==> src/rtl/pc_fetch_sequencer_pkg.sv <==
`default_nettype none
// ============================================================================
// Module      : pc_fetch_sequencer_pkg
// Description : Shared types and constants for the PC fetch sequencer:
//               FSM state encoding, PC/instruction widths and PC increment.
// Revision    : 1.0 - initial release
// ============================================================================
package pc_fetch_sequencer_pkg;

    localparam int c_pc_width   = 64;
    localparam int c_inst_width = 32;

    // Sequential fall-through step: one 32-bit instruction word.
    localparam logic [c_pc_width-1:0] c_pc_inc = 64'd4;

    typedef enum logic [1:0] {
        ST_IDLE = 2'd0,
        ST_REQ  = 2'd1,
        ST_EXEC = 2'd2,
        ST_ERR  = 2'd3
    } fetch_state_t;

endpackage : pc_fetch_sequencer_pkg
`default_nettype wire

==> src/rtl/pc_fetch_sequencer_target.sv <==
`default_nettype none
// ============================================================================
// Module      : pc_target_calc
// Description : Combinational next-PC selection. Takes the branch target
//               (PC + word offset * 4) when the branch is unconditional or
//               conditional-and-taken, otherwise PC + 4. Wraps modulo 2^64.
// Ports       : i_current_pc   - PC of the retiring instruction
//               i_imm          - sign-extended word-offset immediate
//               i_branch       - conditional branch
//               i_uncondbranch - unconditional branch
//               i_aluzero      - ALU zero flag (condition for i_branch)
//               o_next_pc      - selected next PC
// Revision    : 1.0 - initial release
// ============================================================================
module pc_target_calc
    import pc_fetch_sequencer_pkg::*;
(
    input  logic [c_pc_width-1:0] i_current_pc,
    input  logic [c_pc_width-1:0] i_imm,
    input  logic                  i_branch,
    input  logic                  i_uncondbranch,
    input  logic                  i_aluzero,
    output logic [c_pc_width-1:0] o_next_pc
);

    logic w_taken;

    assign w_taken   = i_uncondbranch | (i_branch & i_aluzero);
    assign o_next_pc = w_taken ? (i_current_pc + (i_imm << 2))
                               : (i_current_pc + c_pc_inc);

endmodule : pc_target_calc
`default_nettype wire

==> src/rtl/pc_fetch_sequencer.sv <==
`default_nettype none
// ============================================================================
// Module      : pc_fetch_sequencer
// Description : Instruction-fetch sequencer. Requests the instruction at
//               CurrentPC, holds it for the datapath until retire, then
//               advances the PC (sequential or branch). A fetch that sees no
//               ack within ACK_TIMEOUT cycles parks the block in a terminal
//               error state until reset.
// Ports       : CLK, resetl            - clock, async active-low reset
//               imem_req/addr/ack/rdata- instruction memory handshake
//               CurrentPC, Instruction - held instruction and its PC
//               inst_valid, retire     - datapath handshake
//               Branch, Uncondbranch, ALUZero, SignExtImm64 - branch controls
//               fetch_err              - sticky fetch-timeout flag
//               retired_count          - retired instruction count (wraps)
// Revision    : 1.0 - initial release
// ============================================================================
module pc_fetch_sequencer
    import pc_fetch_sequencer_pkg::*;
#(
    parameter logic [63:0] RESET_PC    = 64'h0,
    parameter int          ACK_TIMEOUT = 16
) (
    input  logic                    CLK,
    input  logic                    resetl,
    output logic                    imem_req,
    output logic [c_pc_width-1:0]   imem_addr,
    input  logic                    imem_ack,
    input  logic [c_inst_width-1:0] imem_rdata,
    output logic [c_pc_width-1:0]   CurrentPC,
    output logic [c_inst_width-1:0] Instruction,
    output logic                    inst_valid,
    input  logic                    retire,
    input  logic                    Branch,
    input  logic                    Uncondbranch,
    input  logic                    ALUZero,
    input  logic [c_pc_width-1:0]   SignExtImm64,
    output logic                    fetch_err,
    output logic [31:0]             retired_count
);

    // 9 bits so that counter+1 never overflows against a limit of up to 255.
    localparam logic [8:0] c_tmo_limit = ACK_TIMEOUT[8:0];

    fetch_state_t            r_state;
    fetch_state_t            w_next_state;
    logic [c_pc_width-1:0]   r_pc;
    logic [c_inst_width-1:0] r_instr;
    logic [7:0]              r_tmo;
    logic                    r_err;
    logic [31:0]             r_count;

    logic                    w_load_instr;
    logic                    w_tmo_clr;
    logic                    w_tmo_inc;
    logic                    w_set_err;
    logic                    w_load_pc;
    logic                    w_tmo_hit;
    logic [c_pc_width-1:0]   w_next_pc;

    pc_target_calc u_target (
        .i_current_pc   (r_pc),
        .i_imm          (SignExtImm64),
        .i_branch       (Branch),
        .i_uncondbranch (Uncondbranch),
        .i_aluzero      (ALUZero),
        .o_next_pc      (w_next_pc)
    );

    // Limit is reached by the increment this cycle would perform.
    assign w_tmo_hit = ({1'b0, r_tmo} + 9'd1) >= c_tmo_limit;

    always_ff @(posedge CLK or negedge resetl) begin
        if (!resetl) begin
            r_state <= ST_IDLE;
        end else begin
            r_state <= w_next_state;
        end
    end

    always_comb begin
        w_next_state = r_state;
        w_load_instr = 1'b0;
        w_tmo_clr    = 1'b0;
        w_tmo_inc    = 1'b0;
        w_set_err    = 1'b0;
        w_load_pc    = 1'b0;
        case (r_state)
            ST_IDLE: begin
                w_next_state = ST_REQ;
            end
            ST_REQ: begin
                // Ack takes priority over a timeout landing in the same cycle.
                if (imem_ack) begin
                    w_load_instr = 1'b1;
                    w_tmo_clr    = 1'b1;
                    w_next_state = ST_EXEC;
                end else begin
                    w_tmo_inc = 1'b1;
                    if (w_tmo_hit) begin
                        w_set_err    = 1'b1;
                        w_next_state = ST_ERR;
                    end
                end
            end
            ST_EXEC: begin
                if (retire) begin
                    w_load_pc    = 1'b1;
                    w_next_state = ST_REQ;
                end
            end
            ST_ERR: begin
                w_next_state = ST_ERR;
            end
            default: begin
                w_next_state = ST_IDLE;
            end
        endcase
    end

    always_ff @(posedge CLK or negedge resetl) begin
        if (!resetl) begin
            r_pc    <= RESET_PC;
            r_instr <= '0;
            r_tmo   <= '0;
            r_err   <= 1'b0;
            r_count <= '0;
        end else begin
            if (w_load_instr) begin
                r_instr <= imem_rdata;
            end
            if (w_tmo_clr) begin
                r_tmo <= '0;
            end else if (w_tmo_inc) begin
                r_tmo <= r_tmo + 8'd1;
            end
            if (w_set_err) begin
                r_err <= 1'b1;
            end
            if (w_load_pc) begin
                r_pc    <= w_next_pc;
                r_count <= r_count + 32'd1;
            end
        end
    end

    assign imem_req      = (r_state == ST_REQ);
    assign inst_valid    = (r_state == ST_EXEC);
    assign imem_addr     = r_pc;
    assign CurrentPC     = r_pc;
    assign Instruction   = r_instr;
    assign fetch_err     = r_err;
    assign retired_count = r_count;

endmodule : pc_fetch_sequencer
`default_nettype wire

==> config.mk <==
export PLATFORM = sky130hd
export DESIGN_NAME = pc_fetch_sequencer
export DESIGN_NICKNAME = d
export VERILOG_FILES = /design/src/rtl/pc_fetch_sequencer_pkg.sv /design/src/rtl/pc_fetch_sequencer_target.sv /design/src/rtl/pc_fetch_sequencer.sv
export SDC_FILE = /design/constraint.sdc
export NUM_CORES = 1
export LEC_CHECK = 0
export ABC_CLOCK_PERIOD_IN_PS = 3850
export BUFFER_PORTS_ARGS = -buffer_cell sky130_fd_sc_hd__buf_2
export CAP_MARGIN = 20
export CELL_PAD_IN_SITES_DETAIL_PLACEMENT = 1
export CELL_PAD_IN_SITES_GLOBAL_PLACEMENT = 1
export CORE_ASPECT_RATIO = 1.25
export CORE_MARGIN = 3
export CORE_UTILIZATION = 39
export DETAILED_ROUTE_END_ITERATION = 7
export HOLD_SLACK_MARGIN = 0.15
export PLACE_DENSITY_LB_ADDON = 0.2
export SLEW_MARGIN = 30
export SYNTH_ARGS = -nofsm -noshare
export SYNTH_HDL_FRONTEND = slang
export SYNTH_SLANG_ARGS = --single-unit
==> constraint.sdc <==
create_clock -name CLK -period 3.85 [get_ports CLK]
set_input_delay 0.77 -clock CLK [delete_from_list [all_inputs] [get_ports CLK]]
set_output_delay 0.77 -clock CLK [all_outputs]
set_load 0.02 [all_outputs]
Yosys cells after proc, flatten, opt, wreduce, memory -nomap -nowiden

Index checks and enable logic that the tools add are counted.
Widths: inputs -> output; s select.

Bits in registers: 139
Bits of input ports: 103
Output and inout port bits: 195

Add/sub/neg operators: 5
Magnitude comparators: 1
Equality and inequality tests: 5
Mux-type cells: 16
Bitwise operators: 2
Reduce and logical (&&, ||, !) cells: 3

Operators by type and width:

| kind                  | number |
|---|---|
| $add 64x3->64 const B | 1 |
| $add 64x64->64        | 1 |
| $mux 64               | 1 |
| $add 32x1->32 const B | 1 |
| $mux 8                | 2 |
| $add 8x1->9 const B   | 1 |
| $ge 9x5->1 const B    | 1 |
| $mux 1                | 9 |
| $add 8x1->8 const B   | 1 |
| $pmux 2 s4            | 1 |
| $mux 2                | 3 |
| $eq 2x2->1 const B    | 2 |
| $ne 3x1->1 const B    | 1 |
| $eq 2x1->1 const B    | 1 |
| $logic_not 2->1       | 1 |
| $ne 2x1->1 const B    | 1 |
| $reduce_and 2->1      | 1 |
| $reduce_bool 2->1     | 1 |
| $and 1x1->1           | 1 |
| $or 1x1->1            | 1 |

Longest topological paths before layout

Depth after elaboration: 5
Depth in mapped cells: 15
Depth with buffers taken out: 15

By module

Synthesis repeated with hierarchy kept, for this count alone.

Cell total of the unflattened synthesis: 1079
Area, all modules: 10193.5 µm²

By module, submodules not included:

| module             | instances | cells each | area an instance (µm²) | sequential area each (µm²) |
|---|---|---|---|---|
| pc_fetch_sequencer | 1         | 453        | 6015.8                 | 3478.3 |
| pc_target_calc     | 1         | 626        | 4177.8                 | 0.0 |

Least setup slack after synthesis

OpenSTA, ideal clock, no wires.

Path kind: input-to-reg
From: input Branch
To: register r_pc[49], in the netlist CurrentPC[49]
Data arrival time: 3642 ps
Data required time: 3726 ps
Setup slack: 84 ps
Stages: 15
Buffers on the path: 2
Path through: a21o_1 -> clkbuf_1 -> and2_1 -> ha_1 -> buf_2 -> nand4_4 -> or2_4 -> a2111oi_4 -> nor3_2 -> nor2_4 -> a211oi_4 -> o31ai_4 -> nand3_2 -> and4_4 -> a211o_1

Longest elaborated chain between the ends: 3

RTL lines:

| item                 | line                            | RTL |
|---|---|---|
| start, declared      | pc_fetch_sequencer.sv:34        | `input logic Branch,` |
| $and 1x1->1          | pc_fetch_sequencer_target.sv:28 | `assign w_taken = i_uncondbranch \| (i_branch & i_aluzero);` |
| $or 1x1->1           | pc_fetch_sequencer_target.sv:28 |  |
| $mux 64              | pc_fetch_sequencer_target.sv:29 | `assign o_next_pc = w_taken ? (i_current_pc + (i_imm << 2))` |
| end signal, assigned | pc_fetch_sequencer.sv:141       | `r_pc <= w_next_pc;` |
| end, declared        | pc_fetch_sequencer.sv:47        | `logic [c_pc_width-1:0] r_pc;` |

Every way passes these cells.
A chain may end at the register's enable or synchronous reset.

Final worst setup path

Ends and elaborated chain as after synthesis.

==> metrics <==
Mapped Cells=1,117; antenna violations before repair=0; Max Cap Violations=0; Critical Path Stages=15; Syn Area/Cell=8.82 um^2; clock tree from TritonCTS=built; sequential area share after synthesis=34.8%; First DRT Iteration DRCs=251; first-pass GRT wire length=49,500 um; CP Cell Sequence=buf_2, a21o_1, buf_12, and2_1, ha_1, nand4_4, or2_4, a2111oi_4, nor3_2, nor2_4, a211oi_4, o31ai_4, nand3_2, and4_4, a211o_1; Layout Skew=0.0158 ns; ys async rst share=100%; # DRC=0; PortBufs=291; clk root buf=clkbuf_16; post-synthesis cell type count=69; min-delay worst type=in -> async; Arr. time, crit path=3.95 ns; R2R Setup Slk=0.66 ns; reg2reg start=CurrentPC[2]; routability cong.=0.855; leakage=6.69 nW; clock latency on the worst-skew pair=0.43 ns; via count=9,284; peak fanout along the critical path=30; Final Util=51.3%; Syn-to-layout area delta=28.4%; Mapped Area=0.00985 mm^2; Max stage delay cell, worst path=ha_1; die span in x=148 um; EDFF count, synth=0; dominant synthesized flop cell=dfrtp_1; CTS max path bufs=2; final hold vios=0; die height=184 um; maximum clock rate=0.275 GHz; Clock Sinks=137; TritonRoute pass-1 iters=5; status=complete, no violations; Slew @ Worst Pin=0.830 ns; Total Wirelength=30,600 um; #FFs+latches synth=137; buffers and inverters on the worst path=2; total congestion overflow=0; DR vias/cell=5.18; FF-to-FF End=CurrentPC[60]; largest net degree at the start of global routing=87; DPL Wire Length=24,300 um; startpoint class of the critical path=input port; Tmin final=3.64 ns; CORE AREA=0.0247 mm^2; FP Rows=64; CP max stage delay=0.42 ns; RSZ-0062 raised after global routing=no; num ports=298; Initial Util=39.9%; PD cells=522 mW/mm^2; DR WL/cell=17.1 um; WS Path Type=in -> reg; critical path required time=4.16 ns; share of cells above drive strength 1=34.8%; final period utilization=94.6%; Num CTS Buffers=17; remaining antenna violation count=0; worst slack at placement=-0.299 ns; vias in the first global route=9,832; Final WS setup=0.208 ns; clock slew at reported path FFs=0.06 ns; worst r2r path cells=14; worst setup path start=Branch; Crit. End Element=register; Slew HR=44.7%; CP top delay family=compound AO/OA/AOI/OAI gates; H-tree depth=4; nets=1,616; endpoints failing setup=0; yosys warns=0; max-slew violations=0; # diodes=0; Peak VDD IR=308 uV; GRT Total Usage=22.3%; CP endpoint=CurrentPC[49]; total die area=0.0272 mm^2
sequential cells by signal, summed over array words and instances (netlist names):
| name | flops |
|---|---|
| Instruction | 32 |
| fetch_err | 1 |
| retired_count | 32 |
| r_state | 2 |
| CurrentPC | 62 |
| r_tmo | 8 |
where the power goes:
part	internal (W)	switching [W]	total [W]
Clock	0.000961	0.000678	0.00164
Sequential	0.00168	0.000262	0.00194
Combinational	0.00124	0.00178	0.00302
Total	0.00388	0.00272	0.00660
worst min path at each step:
stage | slack (ns) | end | cells past startpoint
6_report | 0.38 | Instruction[16] | 1
5_1_grt | 0.44 | Instruction[16] | 1
4_1_cts | 0.41 | CurrentPC[52] | 1
3_5_place_dp | 0.44 | fetch_err | 1
3_3_place_gp | 0.44 | fetch_err | 1
2_1_floorplan | 0.47 | CurrentPC[10] | 0
metrics by stage:
stage / total power, W / hold WS [ns] / area [um^2] / TNS [ns] / instances
floorplan: 0.00396 / 0.474 / 9860 / 0 / 1120
finish: 0.00660 / 0.375 / 12600 / 0 / 1791
CTS: 0.00667 / 0.412 / 12600 / 0 / 1791
global placement: 0.00491 / 0.436 / 12000 / -3.07 / 1759
detailed placement: 0.00499 / 0.442 / 12000 / -4.07 / 1759
global route: 0.00706 / 0.442 / 12600 / 0 / 1791
placed cells by master (no fill, tap or decap), types with 7 or more instances in the layout:
cell,netlist,final
a21o_1,28,28
a21oi_1,83,80
a31oi_1,9,9
and2_1,66,66
and3_1,11,11
buf_2,6,290
buf_4,72,125
clkbuf_16,0,17
dfrtp_1,137,137
ha_1,64,64
inv_1,30,30
mux2_2,34,34
nand2_1,140,139
nand2b_1,8,8
nand3_1,28,27
nand4_1,22,22
nor2_1,45,45
nor3_1,17,17
o21a_1,7,7
o21ai_0,97,95
o21bai_1,15,15
xnor2_1,54,54
xor2_1,31,31
synthesized netlist by cell type, types with 5 or more instances:
cell / number / area, um^2
nand2_1: 140 / 526
dfrtp_1: 137 / 3430
o21ai_0: 97 / 485
a21oi_1: 83 / 415
buf_4: 72 / 541
and2_1: 66 / 413
ha_1: 64 / 801
xnor2_1: 54 / 473
nor2_1: 45 / 169
mux2_2: 34 / 383
xor2_1: 31 / 272
inv_1: 30 / 113
a21o_1: 28 / 210
clkbuf_1: 28 / 105
nand3_1: 28 / 140
nand4_1: 22 / 138
nor3_1: 17 / 85.1
o21bai_1: 15 / 113
and3_1: 11 / 68.8
a31oi_1: 9 / 56.3
nand2b_1: 8 / 50.1
o21a_1: 7 / 52.6
buf_2: 6 / 30.0
a211oi_1: 5 / 37.5
nor2b_1: 5 / 31.3
o2111ai_1: 5 / 43.8
area by class of cell:
class / instances / area (um^2)
Fill cell: 3053 / 12000
Clock inverter: 13 / 144
Inverter: 30 / 113
Clock buffer: 19 / 433
Multi-Input combinational cell: 844 / 5670
Sequential cell: 137 / 3430
Timing Repair Buffer: 418 / 2440
Tap cell: 330 / 413
per-layer routing:
metal	up-vias	routed length [um]	part of all wire [%]	global-route usage [%]
met5	-	0	0	0
met4	0	351	1.1	4.84
met3	22	1520	5.0	3.75
met2	254	16200	53	42.7
met1	4495	12500	41	26.0
li1	4513	-	-	-
kinds of logic after synthesis:
| kind of cell | Yosys count | synth area share, % |
|---|---|---|
| AOI/OAI and AO/OA | 290 | 18.6 |
| adders and majority gates | 65 | 8.34 |
| other | 1 | 0.0381 |
| muxes | 37 | 4.19 |
| buffers and inverters | 139 | 8.12 |
| xor gates and xnor gates | 85 | 7.56 |
| DFF | 137 | 34.8 |
| and+or+nand+nor | 363 | 18.4 |
worst register-to-register path, delay by kind of cell (launching register included):
kind	cells	cell delay, ns
AOI/OAI and AO/OA	7	1.40
adders and majority gates	2	0.59
and+or+nand+nor	3	0.47
DFF	1	0.43
buffers and inverters	2	0.22
what timing repair did:
item | in CTS | in global routing
buffers inserted | 0 | 0
setup endpoints to repair | 0 | 14
hold buffers | 0 | 0
resized for setup | 0 | 9
No activity file was read; power rests on OpenSTA's default activity.
